[src/rtl/hex_digit_scanner.sv]
// Time-multiplexed scan controller for a multi-digit 7-segment display.
// Loads go to a shadow register and reach the display only at frame boundaries, so a frame never tears.
module hex_digit_scanner #(
  parameter int NUM_DIGITS    = 4,
  parameter int PRESCALE      = 50000,
  parameter bit AN_ACTIVE_LOW = 1'b1
) (
  input  logic                    clk,
  input  logic                    rst_n,
  input  logic [4*NUM_DIGITS-1:0] value_in,
  input  logic                    load,
  input  logic                    lz_blank,
  output logic                    A3,
  output logic                    A2,
  output logic                    A1,
  output logic                    A0,
  output logic [NUM_DIGITS-1:0]   digit_sel,
  output logic                    pending,
  output logic                    frame_tick
);

  localparam int CW = (PRESCALE > 1) ? $clog2(PRESCALE) : 1;
  localparam int IW = $clog2(NUM_DIGITS);
  localparam logic [NUM_DIGITS-1:0] SEL_DIGIT0 = NUM_DIGITS'(1);
  localparam logic [NUM_DIGITS-1:0] SEL_RESET  = AN_ACTIVE_LOW ? ~SEL_DIGIT0 : SEL_DIGIT0;

  logic [CW-1:0]           cnt;
  logic [IW-1:0]           idx;
  logic [4*NUM_DIGITS-1:0] shadow;
  logic [4*NUM_DIGITS-1:0] active;
  logic [3:0]              nib_q;

  logic                    slot_tick;
  logic                    wrap;
  logic [NUM_DIGITS-1:0]   blank_vec;
  logic [NUM_DIGITS-1:0]   sel_d;
  logic [3:0]              nib_d;
  logic                    all_zero;

  assign slot_tick = (cnt == CW'(PRESCALE - 1));
  assign wrap      = slot_tick && (idx == IW'(NUM_DIGITS - 1));

  // Blank digit k>0 when it and every more-significant digit of active are zero.
  // NOTE: combinational blocks use blocking '=' and assign every output a default
  // first, so the running all_zero chain is ordered and no latch is inferred.
  always_comb begin
    blank_vec = '0;
    all_zero  = 1'b1;
    for (int k = NUM_DIGITS - 1; k >= 0; k--) begin
      all_zero     = all_zero && (active[4*k +: 4] == 4'd0);
      blank_vec[k] = (k != 0) && all_zero;
    end
  end

  always_comb begin
    nib_d = 4'd0;
    sel_d = '0;
    for (int k = 0; k < NUM_DIGITS; k++) begin
      if (idx == IW'(k) && !(lz_blank && blank_vec[k])) begin
        nib_d    = active[4*k +: 4];
        sel_d[k] = 1'b1;
      end
    end
  end

  // NOTE: sequential state uses non-blocking '<=' so every register samples
  // pre-edge values; shadow/active are plain registers and are reset here.
  always_ff @(posedge clk or negedge rst_n) begin
    if (!rst_n) begin
      cnt        <= '0;
      idx        <= '0;
      shadow     <= '0;
      active     <= '0;
      pending    <= 1'b0;
      frame_tick <= 1'b0;
      nib_q      <= 4'd0;
      digit_sel  <= SEL_RESET;
    end else begin
      cnt        <= slot_tick ? '0 : cnt + CW'(1);
      frame_tick <= wrap;
      if (slot_tick) idx <= wrap ? '0 : idx + IW'(1);

      // A load coinciding with the commit bypasses the shadow straight to the display.
      if (wrap && load) begin
        active  <= value_in;
        shadow  <= value_in;
        pending <= 1'b0;
      end else if (wrap && pending) begin
        active  <= shadow;
        pending <= 1'b0;
      end else if (load) begin
        shadow  <= value_in;
        pending <= 1'b1;
      end

      nib_q     <= nib_d;
      digit_sel <= AN_ACTIVE_LOW ? ~sel_d : sel_d;
    end
  end

  assign {A3, A2, A1, A0} = nib_q;

endmodule
[config.mk]
export PLATFORM = sky130hd
export DESIGN_NAME = hex_digit_scanner
export DESIGN_NICKNAME = d
export VERILOG_FILES = /design/src/rtl/hex_digit_scanner.sv
export SDC_FILE = /design/constraint.sdc
export NUM_CORES = 1
export LEC_CHECK = 0
export BUFFER_PORTS_ARGS = -buffer_cell sky130_fd_sc_hd__buf_2
export CAP_MARGIN = 25
export CORE_ASPECT_RATIO = 1.4
export CORE_UTILIZATION = 46
export DETAILED_ROUTE_END_ITERATION = 8
export GPL_TIMING_DRIVEN = 1
export HOLD_SLACK_MARGIN = 0.15
export PLACE_DENSITY = 0.65
export SLEW_MARGIN = 20
export SYNTH_ARGS = -nofsm -noshare
export SYNTH_HDL_FRONTEND = slang
export SYNTH_SLANG_ARGS = --single-unit
[constraint.sdc]
create_clock -name clk -period 2.4 [get_ports clk]
set_clock_uncertainty 0.05 [all_clocks]
set_input_delay 0.12 -clock clk [delete_from_list [all_inputs] [get_ports clk]]
set_output_delay 0.12 -clock clk [all_outputs]
set_load 0.05 [all_outputs]
# Word level (Yosys, flattened, before mapping)
# Index checks and enable logic that the tools add are counted.
dict set report word_totals {
  ff_bits 60
  inputBits 20
  elab_cells 56
  out_inout_bits 10
}
dict set report op_classes {
  addsub 2
  muxes 18
  eq_ne 5
  n_reduce_logical 22
  bitwise 1
}
# operator n
set ops {}
lappend ops {{$mux 16} 6}
lappend ops {{$add 16x1->16 const B} 1}
lappend ops {{$eq 16x16->1 const B} 1}
lappend ops {{$mux 4} 4}
lappend ops {{$logic_not 4->1} 3}
lappend ops {{$logic_and 1x1->1} 11}
lappend ops {{$mux 1} 7}
lappend ops {{$eq 2x2->1 const B} 2}
lappend ops {{$not 4->4} 1}
lappend ops {{$reduce_bool 2->1} 2}
lappend ops {{$logic_not 1->1} 3}
lappend ops {{$reduce_bool 3->1} 1}
lappend ops {{$add 2x1->2 const B} 1}
lappend ops {{$eq 2x1->1 const B} 1}
lappend ops {{$logic_not 2->1} 1}
lappend ops {{$mux 2} 1}
lappend ops {{$ne 2x2->1 const B} 1}
lappend ops {{$reduce_and 2->1} 1}

# Depth between registers and ports, before layout
dict set report depth {
  ltp_word 9
  depth_mapped 6
}

# Worst setup path after synthesis
# No wires, ideal clock.
dict set report synth_path {
  path_kind {reg2reg}
  from {register cnt[12]}
  to {register active[0]}
  setup_slack_ps 411
  t_arrival_ps 1815
  path_stages_with_launch 6
  synth_period_minus_slack_ps 1989
  path_buffers 1
  cell_sequence {dfrtp_1 > or4bb_1 > nor4_4 > o211ai_4 > buf_2 > o2bb2ai_1}
}
dict set report synth_between {
  elab_chain_cells 4
}
# element line
set synth_rtl {}
lappend synth_rtl {{start: declaration} 27} ;# logic [CW-1:0] cnt;
lappend synth_rtl {{start signal: assignment} 79} ;# cnt <= slot_tick ? '0 : cnt + CW'(1);
lappend synth_rtl {{$eq 16x16->1 (*)} 40} ;# assign slot_tick = (cnt == CW'(PRESCALE - 1));
lappend synth_rtl {{$logic_and 1x1->1 (*)} 41} ;# assign wrap = slot_tick && (idx == IW'(NUM_DIGITS - 1));
lappend synth_rtl {{$logic_and 1x1->1 (on tied branches)} {84, 88}}
lappend synth_rtl {{$mux 16 / $reduce_bool 2->1 (equally long branches)} --}
lappend synth_rtl {{end signal: assignment} 85} ;# active <= value_in;
lappend synth_rtl {{end signal: assignment} 89} ;# active <= shadow;
lappend synth_rtl {{end: declaration} 30} ;# logic [4*NUM_DIGITS-1:0] active;
# Mark *: on every way between the ends. The rest lies on a longest branch, timed or not.
# A chain may end at the register's enable or synchronous reset.

# Final worst setup path
dict set report layout_path {
  from {register cnt[4]}
  to {register active[1]}
}
# Same word-level chain as after synthesis.

==> summary.md <==
| Metric | Value |
|---|---|
| Post-DP HPWL | about 3.5 mm |
| Part of the power in the clock network | 0.417 |
| Buffers on Ports | 29 |
| Full die area | around 6000 um2 |
| CP Cell Sequence | or4b_1 -> nor4_4 -> o211ai_4 -> mux2_2 |
| Synth unique cells | 33 |
| Slew @ Worst Pin | approximately 0.64 ns |
| First-pass GRT wire length | roughly 9.1 mm |
| EDFF count, synth | 0 |
| Drt via density | 5.48 |
| Die X | about 66 um |
| Max Cap Viol | 0 |
| Die H | 91.4 um |
| DRC | 0 |
| Post-synth top area share | 0.543 |
| Diodes inserted | 0 |
| Synth Warn # | 0 |
| Register share of total power | 0.512 |
| Row count | 32 |
| CP peak stage delay | between 0.5 and 0.6 ns |
| Iter 0 DRT Violations | around 190 |
| Share of cells above drive strength 1 | 0.272 |
| Final Max Slew Viols | 0 |
| Worst Path Arrival | approximately 2.3 ns |
| Critical path endpoint category | flop |
| CP required | 2.57 ns |
| Most common cell in the netlist | dfrtp_1 |
| Hold Crit Class | primary input to flop |
| DR pass1 iterations | 5 |
| Seq/Total Area, Yosys | 0.573 |
| Slowest stage cell, crit path | or4b_1 |
| Largest cells by area after synthesis | dfrtp_1 54%, mux2_2 9.0%, o2bb2ai_1 3.7% |
| # IOs | 30 |
| Nets | about 290 |
| Syn_nets | between 200 and 250 |
| Clk buf depth | 2 |
| CTS tree | built |
| P per Cell Area | 650 nW/um2 |
| Total routed wirelength | 5.19 mm |
| Tmin final | approximately 2.1 ns |
| Synth Cell Area | around 2600 um2 |
| Fillers | about 470 |
| Routed WL per cell | 15.5 um |
| Antenna violations before repair | 0 |
| Crit path max fanout | 16 |
| CP Launch Type | flop |
| Final-report hold violation count | 0 |
| Core Region | approximately 5500 um2 |
| Lkg Pwr | roughly 1.4 nW |
| CP Class | flop to flop |
| Worst slew margin | 0.570 |
| Cell internal pwr | about 1.6 mW |
| Num CTS Buffers | 9 |
| Period utilization | 0.881 |
| Global Route Usage Sum | 0.208 |
| Initial Utilization | 0.475 |
| Predominant post-synthesis flop cell | dfrtp_1 |
| Largest net degree at the start of global routing | 33 |
| P_sw | ~0.46 mW |
| CTS HTree Levels | 3 |
| Gp weighted congestion | between 0.8 and 0.9 |
| Vias | 1842 |
| Setup Viol. Count Final | 0 |
| Setup TNS | 0 ns |
| Post CTS Setup Buffer Count | 0 |
| Placed Instance Area | 2860 um2 |
| Root buffer cell | clkbuf_8 |
| Number of synthesized register bits | 60 |
| Total grt overflow | 0 |
| Clock-pin transition on the worst setup and hold timing paths | about 0.060 ns |
| Synth area leader | dfrtp_1 |
| Outcome | complete, no violations |
| Mean Syn Cell Area | between 10 and 15 um2 |
| Clock sinks | 60 |
| Post-Syn Instances | 211 |
| Final Cell Area | ~3200 um2 |
| Final Power | roughly 2.1 mW |
| Synth cell count leaders | 57 x dfrtp_1, 21 x mux2_2 |
| Peak VDD IR | between 0.0003 and 0.0004 V |
| Sw Share | 0.220 |
| RSZ-0062 raised after global routing | false |
| Combinational Power Share | 0.071 |
| Clk_lat worst skew | around 0.34 ns |
| Synthesis-to-layout area growth | 22.5% |
| Vias in the first global route | roughly 1900 |
| Routed Antenna Nets | 0 |
| Post-synth ARST share | 1.00 |
| Max frequency | 473 MHz |
[cell families (layout without fill, tap and decap cells)]
group | Yosys count | after routing | share of synthesized area
AO/OA/AOI/OAI | 40 | 40 | 0.127
buffers and inverters | 16 | 73 | 0.0243
AND/OR/NAND/NOR | 55 | 55 | 0.115
flip-flops | 60 | 60 | 0.573
XOR/XNOR | 14 | 14 | 0.0467
adder cells (fa/ha/maj) | 5 | 5 | 0.0238
multiplexers | 21 | 21 | 0.0900
[routing by layer]
metal / GRT usage / routed length, um / vias up
met1: 0.243 / 2130 / 911
li1: - / - / 883
met2: 0.331 / 2690 / 39
met4: 0.0888 / 97 / 0
met5: 0 / 0 / -
met3: 0.0817 / 276 / 9
[per-stage QoR]
step                      instances  utilization  worst slack, ns  hold WS [ns]
final                           336        0.582            0.286         0.221
after global routing            336        0.582            0.197         0.218
after CTS                       336        0.582            0.281         0.197
after detailed placement        303        0.517            0.289         0.134
after global placement          303        0.517            0.316         0.127
after floorplan                 211            -            0.411        -0.226
[repair_timing]
item,CTS,global route
endpoints found under the hold margin,60,0
setup endpoints to repair,0,0
hold buffers,17,0
resized for setup,0,0
[final timing paths]
path                                     end  startpoint  slack [ns]  cells after the start
min in group asynchronous         active[15]       rst_n        0.29                      2
worst min-delay path            digit_sel[3]    lz_blank        0.22                      3
worst max register to register     active[1]      cnt[4]        0.29                      4
worst min register to register       cnt[11]     cnt[11]        0.44                      1
worst max-delay path               active[1]      cnt[4]        0.29                      4
max in group asynchronous             cnt[8]       rst_n        1.41                      3
[worst max-delay path, delay by kind of cell (launching register included)]
kind	cells	cell delay, ns
and+or+nand+nor	2	0.92
DFF	1	0.42
muxes	1	0.34
AOI/OAI and AO/OA	1	0.26
[layout by cell type, fill, tap and decap left out, drive strengths merged, types with 2 or more instances in the layout]
| cell | synthesis | routed |
|---|---|---|
| nand3 | 11 | 11 |
| nor2b | 3 | 3 |
| mux2 | 21 | 21 |
| xor2 | 7 | 7 |
| dfrtp | 57 | 57 |
| nand4 | 4 | 4 |
| o21ai | 6 | 6 |
| a222oi | 4 | 4 |
| nand2 | 11 | 11 |
| nor4 | 6 | 6 |
| clkinv | 0 | 2 |
| a22oi | 11 | 11 |
| dfstp | 3 | 3 |
| nor2 | 11 | 11 |
| dlygate4sd3 | 0 | 17 |
| a32oi | 4 | 4 |
| ha | 5 | 5 |
| inv | 8 | 8 |
| o2bb2ai | 11 | 11 |
| clkbuf | 3 | 13 |
| nor3 | 3 | 3 |
| buf | 5 | 32 |
| xnor2 | 7 | 7 |
[registers in the layout, indices dropped and copies added (netlist names)]
name,cells
active,16
cnt,16
shadow,16
digit_sel,4
nib_q,4
idx,2
frame_tick,1
pending,1
[area by class of cell]
type | instances | area [um2] | share of cell area
inverters | 8 | 30.0 | 0.00933
clock buffers | 13 | 149 | 0.0463
clock inverters | 3 | 40.0 | 0.0124
flip-flops and latches | 60 | 1510 | 0.468
multi-input cells | 135 | 1060 | 0.329
repair buffers | 49 | 350 | 0.109
well taps | 68 | 85.1 | 0.0264
[power groups by stage]
stage          Combinational, mW  Clock [mW]  Sequential [mW]
2_1_floorplan             0.0660           0             1.09
3_3_place_gp               0.127           0             1.09
3_5_place_dp               0.131           0             1.09
4_1_cts                    0.152       0.902             1.07
5_1_grt                    0.166       0.946             1.08
6_report                   0.148       0.872             1.07
(Power assumes the default switching activity.)
